`src/rtl/ndp_pkg.sv`:
```
// Shared definitions for the NDP result path: drain FSM encoding, the default
// output bus width and the matrix geometry helpers used by loader and drain.
package ndp_pkg;

    typedef enum logic [1:0] {
        ST_IDLE = 2'd0,
        ST_SEND = 2'd1,
        ST_ACK  = 2'd2
    } drain_state_e;

    localparam int BUS_WIDTH_DEFAULT = 32;

    // Total result rows across the stacked systolic arrays.
    function automatic int calc_rows(input int sys_height, input int arr_height);
        return sys_height * arr_height;
    endfunction

    // Total result columns across the side-by-side systolic arrays.
    function automatic int calc_cols(input int sys_width, input int arr_width);
        return sys_width * arr_width;
    endfunction

    // Number of bus words needed to carry the whole result matrix.
    function automatic int calc_n_words(input int rows, input int cols,
                                        input int width, input int bus_width);
        return (rows * cols * width) / bus_width;
    endfunction

    // Index width for a counter over n entries, never narrower than one bit.
    function automatic int calc_idx_width(input int n);
        return (n > 1) ? $clog2(n) : 1;
    endfunction

endpackage

```
`src/rtl/ndp_rise_detect.sv`:
```
// Rising-edge detector for the core's done level. The history register resets
// high so a flag that is already asserted when reset releases is ignored.
module ndp_rise_detect (
    input  logic clk,
    input  logic reset,
    input  logic flag,
    output logic rise
);

    logic prev_reg;

    // Sample the flag every cycle to remember its previous level.
    always_ff @(posedge clk or negedge reset) begin
        if (!reset) begin
            prev_reg <= 1'b1;
        end else begin
            prev_reg <= flag;
        end
    end

    assign rise = flag & ~prev_reg;

endmodule

```
`src/rtl/ndp_result_drain.sv`:
```
// Captures the NDP_core result matrix on a done-flag rise and streams it out as
// BUS_WIDTH words over valid/ready, then pulses result_taken for one cycle.
module ndp_result_drain
    import ndp_pkg::*;
#(
    parameter int WIDTH      = 16,
    parameter int ARR_HEIGHT = 4,
    parameter int ARR_WIDTH  = 4,
    parameter int SYS_HEIGHT = 1,
    parameter int SYS_WIDTH  = 1,
    parameter int BUS_WIDTH  = BUS_WIDTH_DEFAULT
) (
    input  logic                 clk,
    input  logic                 reset,
    input  logic                 calc_done_flag,
    input  logic [SYS_HEIGHT*ARR_HEIGHT*SYS_WIDTH*ARR_WIDTH*WIDTH-1:0] in_c,
    output logic                 out_valid,
    input  logic                 out_ready,
    output logic [BUS_WIDTH-1:0] out_data,
    output logic                 out_last,
    output logic                 busy,
    output logic                 result_taken,
    output logic                 overrun
);

    localparam int ROWS    = calc_rows(SYS_HEIGHT, ARR_HEIGHT);
    localparam int COLS    = calc_cols(SYS_WIDTH, ARR_WIDTH);
    localparam int MAT_W   = ROWS * COLS * WIDTH;
    localparam int N_WORDS = calc_n_words(ROWS, COLS, WIDTH, BUS_WIDTH);
    localparam int WIDX_W  = calc_idx_width(N_WORDS);
    localparam logic [WIDX_W-1:0] LAST_IDX = WIDX_W'(N_WORDS - 1);

    drain_state_e        state_reg, state_next;
    logic [MAT_W-1:0]    buf_reg;
    logic [WIDX_W-1:0]   widx_reg, widx_next;
    logic                overrun_reg;
    logic                capture;
    logic                rise;
    logic [BUS_WIDTH-1:0] word_arr [N_WORDS];

    ndp_rise_detect u_rise_detect (
        .clk   (clk),
        .reset (reset),
        .flag  (calc_done_flag),
        .rise  (rise)
    );

    // Slice the capture buffer into bus words; word w is the w-th BUS_WIDTH chunk.
    generate
        for (genvar gi = 0; gi < N_WORDS; gi++) begin : g_words
            assign word_arr[gi] = buf_reg[gi*BUS_WIDTH +: BUS_WIDTH];
        end
    endgenerate

    // State, word index and capture buffer registers.
    always_ff @(posedge clk or negedge reset) begin
        if (!reset) begin
            state_reg <= ST_IDLE;
            widx_reg  <= '0;
            buf_reg   <= '0;
        end else begin
            state_reg <= state_next;
            widx_reg  <= widx_next;
            if (capture) begin
                buf_reg <= in_c;
            end
        end
    end

    // Sticky overrun: a new result showed up while the previous one was draining.
    always_ff @(posedge clk or negedge reset) begin
        if (!reset) begin
            overrun_reg <= 1'b0;
        end else if (rise && (state_reg != ST_IDLE)) begin
            overrun_reg <= 1'b1;
        end
    end

    // Next-state logic; in SEND out_valid is 1, so out_ready alone marks a handshake.
    always_comb begin
        state_next = state_reg;
        widx_next  = widx_reg;
        capture    = 1'b0;
        case (state_reg)
            ST_IDLE: begin
                if (rise) begin
                    capture    = 1'b1;
                    widx_next  = '0;
                    state_next = ST_SEND;
                end
            end
            ST_SEND: begin
                if (out_ready) begin
                    if (widx_reg == LAST_IDX) begin
                        state_next = ST_ACK;
                    end else begin
                        widx_next = widx_reg + 1'b1;
                    end
                end
            end
            ST_ACK: begin
                state_next = ST_IDLE;
            end
            default: begin
                state_next = ST_IDLE;
            end
        endcase
    end

    // Outputs decode from registered state only, so they drop the moment reset asserts.
    always_comb begin
        out_valid    = (state_reg == ST_SEND);
        out_data     = '0;
        out_last     = 1'b0;
        if (state_reg == ST_SEND) begin
            out_data = word_arr[widx_reg];
            out_last = (widx_reg == LAST_IDX);
        end
        busy         = (state_reg == ST_SEND) || (state_reg == ST_ACK);
        result_taken = (state_reg == ST_ACK);
        overrun      = overrun_reg;
    end

endmodule

```
`config.mk`:
```
export PLATFORM = sky130hd
export DESIGN_NAME = ndp_result_drain
export DESIGN_NICKNAME = d
export VERILOG_FILES = /design/src/rtl/ndp_pkg.sv /design/src/rtl/ndp_rise_detect.sv /design/src/rtl/ndp_result_drain.sv
export SDC_FILE = /design/constraint.sdc
export NUM_CORES = 1
export LEC_CHECK = 0
export BUFFER_PORTS_ARGS = -buffer_cell sky130_fd_sc_hd__buf_2
export CORE_ASPECT_RATIO = 1.25
export CORE_UTILIZATION = 35
export DETAILED_ROUTE_END_ITERATION = 16
export SYNTH_ARGS = -nofsm -noshare
export SYNTH_HDL_FRONTEND = slang
export SYNTH_HIERARCHICAL = 1
export SYNTH_SLANG_ARGS = --single-unit
```
`constraint.sdc`:
```
create_clock -name clk -period 2.17 [get_ports clk]
set_input_delay 0.217 -clock clk [delete_from_list [all_inputs] [get_ports clk]]
set_output_delay 0.217 -clock clk [all_outputs]
set_load 0.05 [all_outputs]
```
* Word-level counts from Yosys, hierarchy flattened
Index checks and enable logic that the tools add are counted.
** Storage, ports and cells
- Input bits :: 260
- Bits in registers :: 263
- Output and inout port bits :: 37
- Word-level logic and storage cells :: 39
** Cells by class
- Eq/ne operators :: 7
- Order comparisons :: 1
- Reduce and logical (&&, ||, !) cells :: 7
- Bitwise logic cells :: 3
- Muxes and demuxes :: 15
- Add/subtract/negate cells :: 1
** Operators with widths (number)
- $bmux 32 s3 :: 1
- $mux 32 :: 3
- $mux 3 :: 3
- $mux 2 :: 3
- $pmux 3 s2 :: 1
- $ge 4x4->1 const B :: 1
- $ne 2x1->1 const B :: 2
- $ne 2x2->1 const B :: 2
- $not 3->4 :: 1
- $pmux 2 s2 :: 1
- $reduce_and 4->1 :: 1
- $reduce_bool 2->1 :: 2
- $add 3x1->3 const B :: 1
- $eq 3x3->1 const B :: 1
- $mux 1 :: 3
- $reduce_and 3->1 :: 1
- $eq 2x1->1 const B :: 1
- $eq 2x2->1 const B :: 1
- $logic_not 2->1 :: 1
- $and 1x1->1 :: 1
- $logic_and 1x1->1 :: 1
- $logic_or 1x1->1 :: 1
- $not 1->1 :: 1

* Longest topological paths before layout
- Word-level depth :: 5
- Gate-level depth with buffers :: 6
- Depth with buffers taken out :: 5

* Modules after synthesis
The synthesis kept the hierarchy.
** Modules (own cells, without submodules)
- ndp_result_drain :: seq. area each 6556.3 um^2, times used 1, cells each 797, area each 11911.4 um^2
- ndp_rise_detect :: seq. area each 26.3 um^2, times used 1, cells each 2, area each 40.0 um^2

* Worst setup path after synthesis
No wires, ideal clock.
- Kind :: flip-flop to output port
- From :: register widx_reg[2]
- To :: output port out_data[0]
- Stages on the path, launching flop included :: 7
- Required time :: 1.953 ns
- Path slack :: -0.389 ns
- Data arrival time :: 2.342 ns
- Cell sequence :: dfrtp_1 buf_4 buf_4 buf_2 mux4_2 inv_1 a221oi_1
** On the way
- Word-level cells in the longest chain between the ends :: 5
** RTL lines
- start: declaration :: line ndp_result_drain.sv:35 : logic [WIDX_W-1:0] widx_reg, widx_next;
- start signal: assignment :: line ndp_result_drain.sv:63 : widx_reg <= widx_next;
- $not 3->4 (implied by the code) :: line ndp_result_drain.sv:116 : out_data = word_arr[widx_reg];
- $bmux 32 s3 :: line ndp_result_drain.sv:116
- $mux 32 (implied by the code) (2 in series) :: line ndp_result_drain.sv:116
- $mux 32 :: line ndp_result_drain.sv:115 : if (state_reg == ST_SEND) begin
- end: declaration :: line ndp_result_drain.sv:19 : output logic [BUS_WIDTH-1:0] out_data,
No other way between the ends. The select of a mux whose other input is x is not followed.

* Final worst setup path
- From :: register widx_reg[2]
- To :: output port out_data[13]
Same word-level chain as after synthesis.

==> results.md <==
* Outcome: finished with violations
* Violated checks: setup timing
* Pwr/cell area at 1340 nW/µm²
* Static Leak at 8.28 nW
* Total nets after synthesis at 1065
* Number of buffers added on ports at 296
* Count leader, synth: mux2_2
* Vias in the first global route at 10434
* First-pass GRT wire length at 56.7 mm
* Yosys top cell area share at 54.9%
* Post-route DRC violation count at 0
* Overall Power at 25.0 mW
* Tcrit/Tclk final at 115%
* TritonCTS Buffers at 29
* Async S/R FF share, synth at 100%
* Crit Path Category: flop to primary output
* Synth area leader: dfrtp_1
* Gate power share at 44.6%
* Crit-path max cell delay at 500 ps
* CTS tree: yes
* Total Wirelength at 36.2 mm
* Total GRT Usage at 20.9%
* Clock latency at the later pin of the worst-skew pair at 560 ps
* Setup violators final at 32
* Vias/cell at 4.86
* Avg WL per Cell at 19.7 µm
* Synthesized instance count at 799
* Largest register FFs at 256
* Final ANT Viol Nets at 0
* Die span in x at 167 µm
* Seq cells post-synth at 263
* Tmin final at 2490 ps
* Initial antenna violation count at 3
* Root Driver: clkbuf_16
* Final Skew at 26.5 ps
* Setup crit end kind: primary output
* Startpoint Class: flop
* Slew HR at 53.5%
* Switching Fraction at 34.9%
* EDFF count, synth at 0
* Largest net degree at the start of global routing at 58
* Least-Margin Pin Slew at 697 ps
* Synth Flop Type: dfrtp_1
* Gpl congestion at 0.765
* Die area at 34900 µm²
* CP cell instances: buf_12, buf_6, mux2_2, o21ai_1, a221oi_4, buf_6
* Grt ovf at 0
* Worst vdd rail ir drop at 1.16 mV
* Die Y at 209 µm
* Share of cells above drive strength 1 at 56.3%
* Final HPWL DP at 23.1 mm
* Internal power at 16.3 mW
* Row cnt at 75
* Net Sw Power at 8.74 mW
* Most frequent cell on the critical path: buf_6
* Avg Cell Area, Syn at 15.0 µm²
* Num ports at 297
* Arr. time, crit path at 2280 ps
* Layout Utilization at 55.7%
* Synth area leaders: dfrtp_1, mux2_2, mux4_2
* Nets at 1655
* Max_cap viols at 0
* Fin worst setup slack at -323 ps
* Total negative slack at -7860 ps
* Max H-tree Level at 1
* Max Transition Viols Final at 0
* Seq/Total Area, Yosys at 55.1%
* Clock Tree Buf Depth at 3
* Clock transition at path regs at 60 ps
* Core Region at 33600 µm²
* Initial Util at 35.6%
* Achievable Freq at 401 MHz
* Hold Path Class: primary input to flop
* Area growth from synthesis to layout at 56.4%
* First drt pass iteration count at 4
* Synth cell count leaders: mux2_2, dfrtp_1, inv_1, mux2i_1
* Clock Power Share at 20.6%
* Initial DRC count at 381
* Unrepaired setup endpoints after global routing: yes
* Via Count at 8932
* Power share of the sequential group at 34.8%
* Count of different cell masters after synthesis at 20
* Cell area after synthesis at 12000 µm²
* Filler cell count at 2670
* Data required time of the worst path at 1950 ps
* Critical path's slowest cell: dfrtp_4
* Crit path max fanout at 8
* Final Hold Vio Count at 0
* # clock sinks at 263
* Ys Warns at 6
-- what timing repair did --
action	in CTS	in global routing
setup endpoints to repair	34	36
endpoints found under the hold margin	306	0
hold buffers	258	0
gates cloned	3	2
pin swaps	5	6
buffers inserted	14	1
gates resized for setup	143	11
-- cells in the final DEF (no fill, tap or decap), types with 8 or more instances in the layout --
| cell | n |
|---|---|
| buf_4 | 25 |
| dfrtp_1 | 259 |
| buf_6 | 36 |
| inv_2 | 19 |
| a221oi_2 | 27 |
| mux2i_1 | 36 |
| inv_1 | 21 |
| mux4_2 | 32 |
| buf_12 | 23 |
| dlygate4sd3_1 | 258 |
| o21ai_2 | 8 |
| clkbuf_8 | 9 |
| mux2_2 | 289 |
| o21ai_1 | 18 |
| buf_2 | 262 |
| clkbuf_16 | 31 |
-- through the flow --
step	hold WS, ps	cell area (µm²)	setup WS [ps]	cells
final	156	18700	-323	1836
after detailed placement	198	14400	-21.5	1503
after floorplan	-78.6	12100	-389	799
after CTS	118	18600	-317	1831
after global placement	193	14400	-3.57	1503
after global routing	156	18700	-402	1836
-- final timing paths --
check | start | to | slack, ps | cells past startpoint
min reg2reg | overrun | overrun | 490 | 1
max reg2reg | widx_reg[1] | widx_reg[0] | 60 | 6
min in group asynchronous | reset | buf_reg[4] | 200 | 2
max in group asynchronous | reset | buf_reg[254] | 1290 | 3
max | widx_reg[2] | out_data[13] | -320 | 6
min | out_ready | state_reg[0] | 160 | 3
-- worst max-delay path: cells and delay by family, from the launching register on --
| family | cells | cell delay, ps |
|---|---|---|
| buffers and inverters | 3 | 540 |
| DFF | 1 | 500 |
| muxes | 1 | 330 |
| AOI/OAI and AO/OA | 2 | 330 |
-- metal layers --
layer  wire length [µm]  up-vias  GRT usage (%)
li1                   -     4116              -
met1              14200     4487           24.1
met2              19300      255           38.4
met3               1600       72           3.58
met4               1090        2           7.72
met5                 13        -              0
-- power groups by stage --
| stage | combinational [mW] | clock, mW | sequential (mW) |
|---|---|---|---|
| global route | 11.9 | 5.47 | 9.05 |
| finish | 11.2 | 5.17 | 8.72 |
| floorplan | 7.04 | 0 | 8.20 |
| global placement | 9.10 | 0 | 8.66 |
| CTS | 10.9 | 5.30 | 8.68 |
| detailed placement | 9.23 | 0 | 8.76 |
-- cells by family (layout without fill, tap and decap cells) --
family	count (synthesis)	after routing	synth area share, %
buf+inv	96	707	3.63
flops	263	263	55.1
fa+ha+maj	6	6	0.628
compound gates	67	67	3.90
mux	357	357	36.3
simple gates	10	11	0.482
other cells	0	2	0
-- cell type report --
cell class	count	area (µm²)	area share, %
repair buffers	614	5160	27.6
clock buffers	42	865	4.62
inverters	40	150	0.803
flip-flops and latches	263	6590	35.3
multi-input cells	441	5260	28.1
well taps	423	529	2.83
clock inverters	11	143	0.763
diodes	2	5.00	0.0268
(Power assumes the default switching activity.)
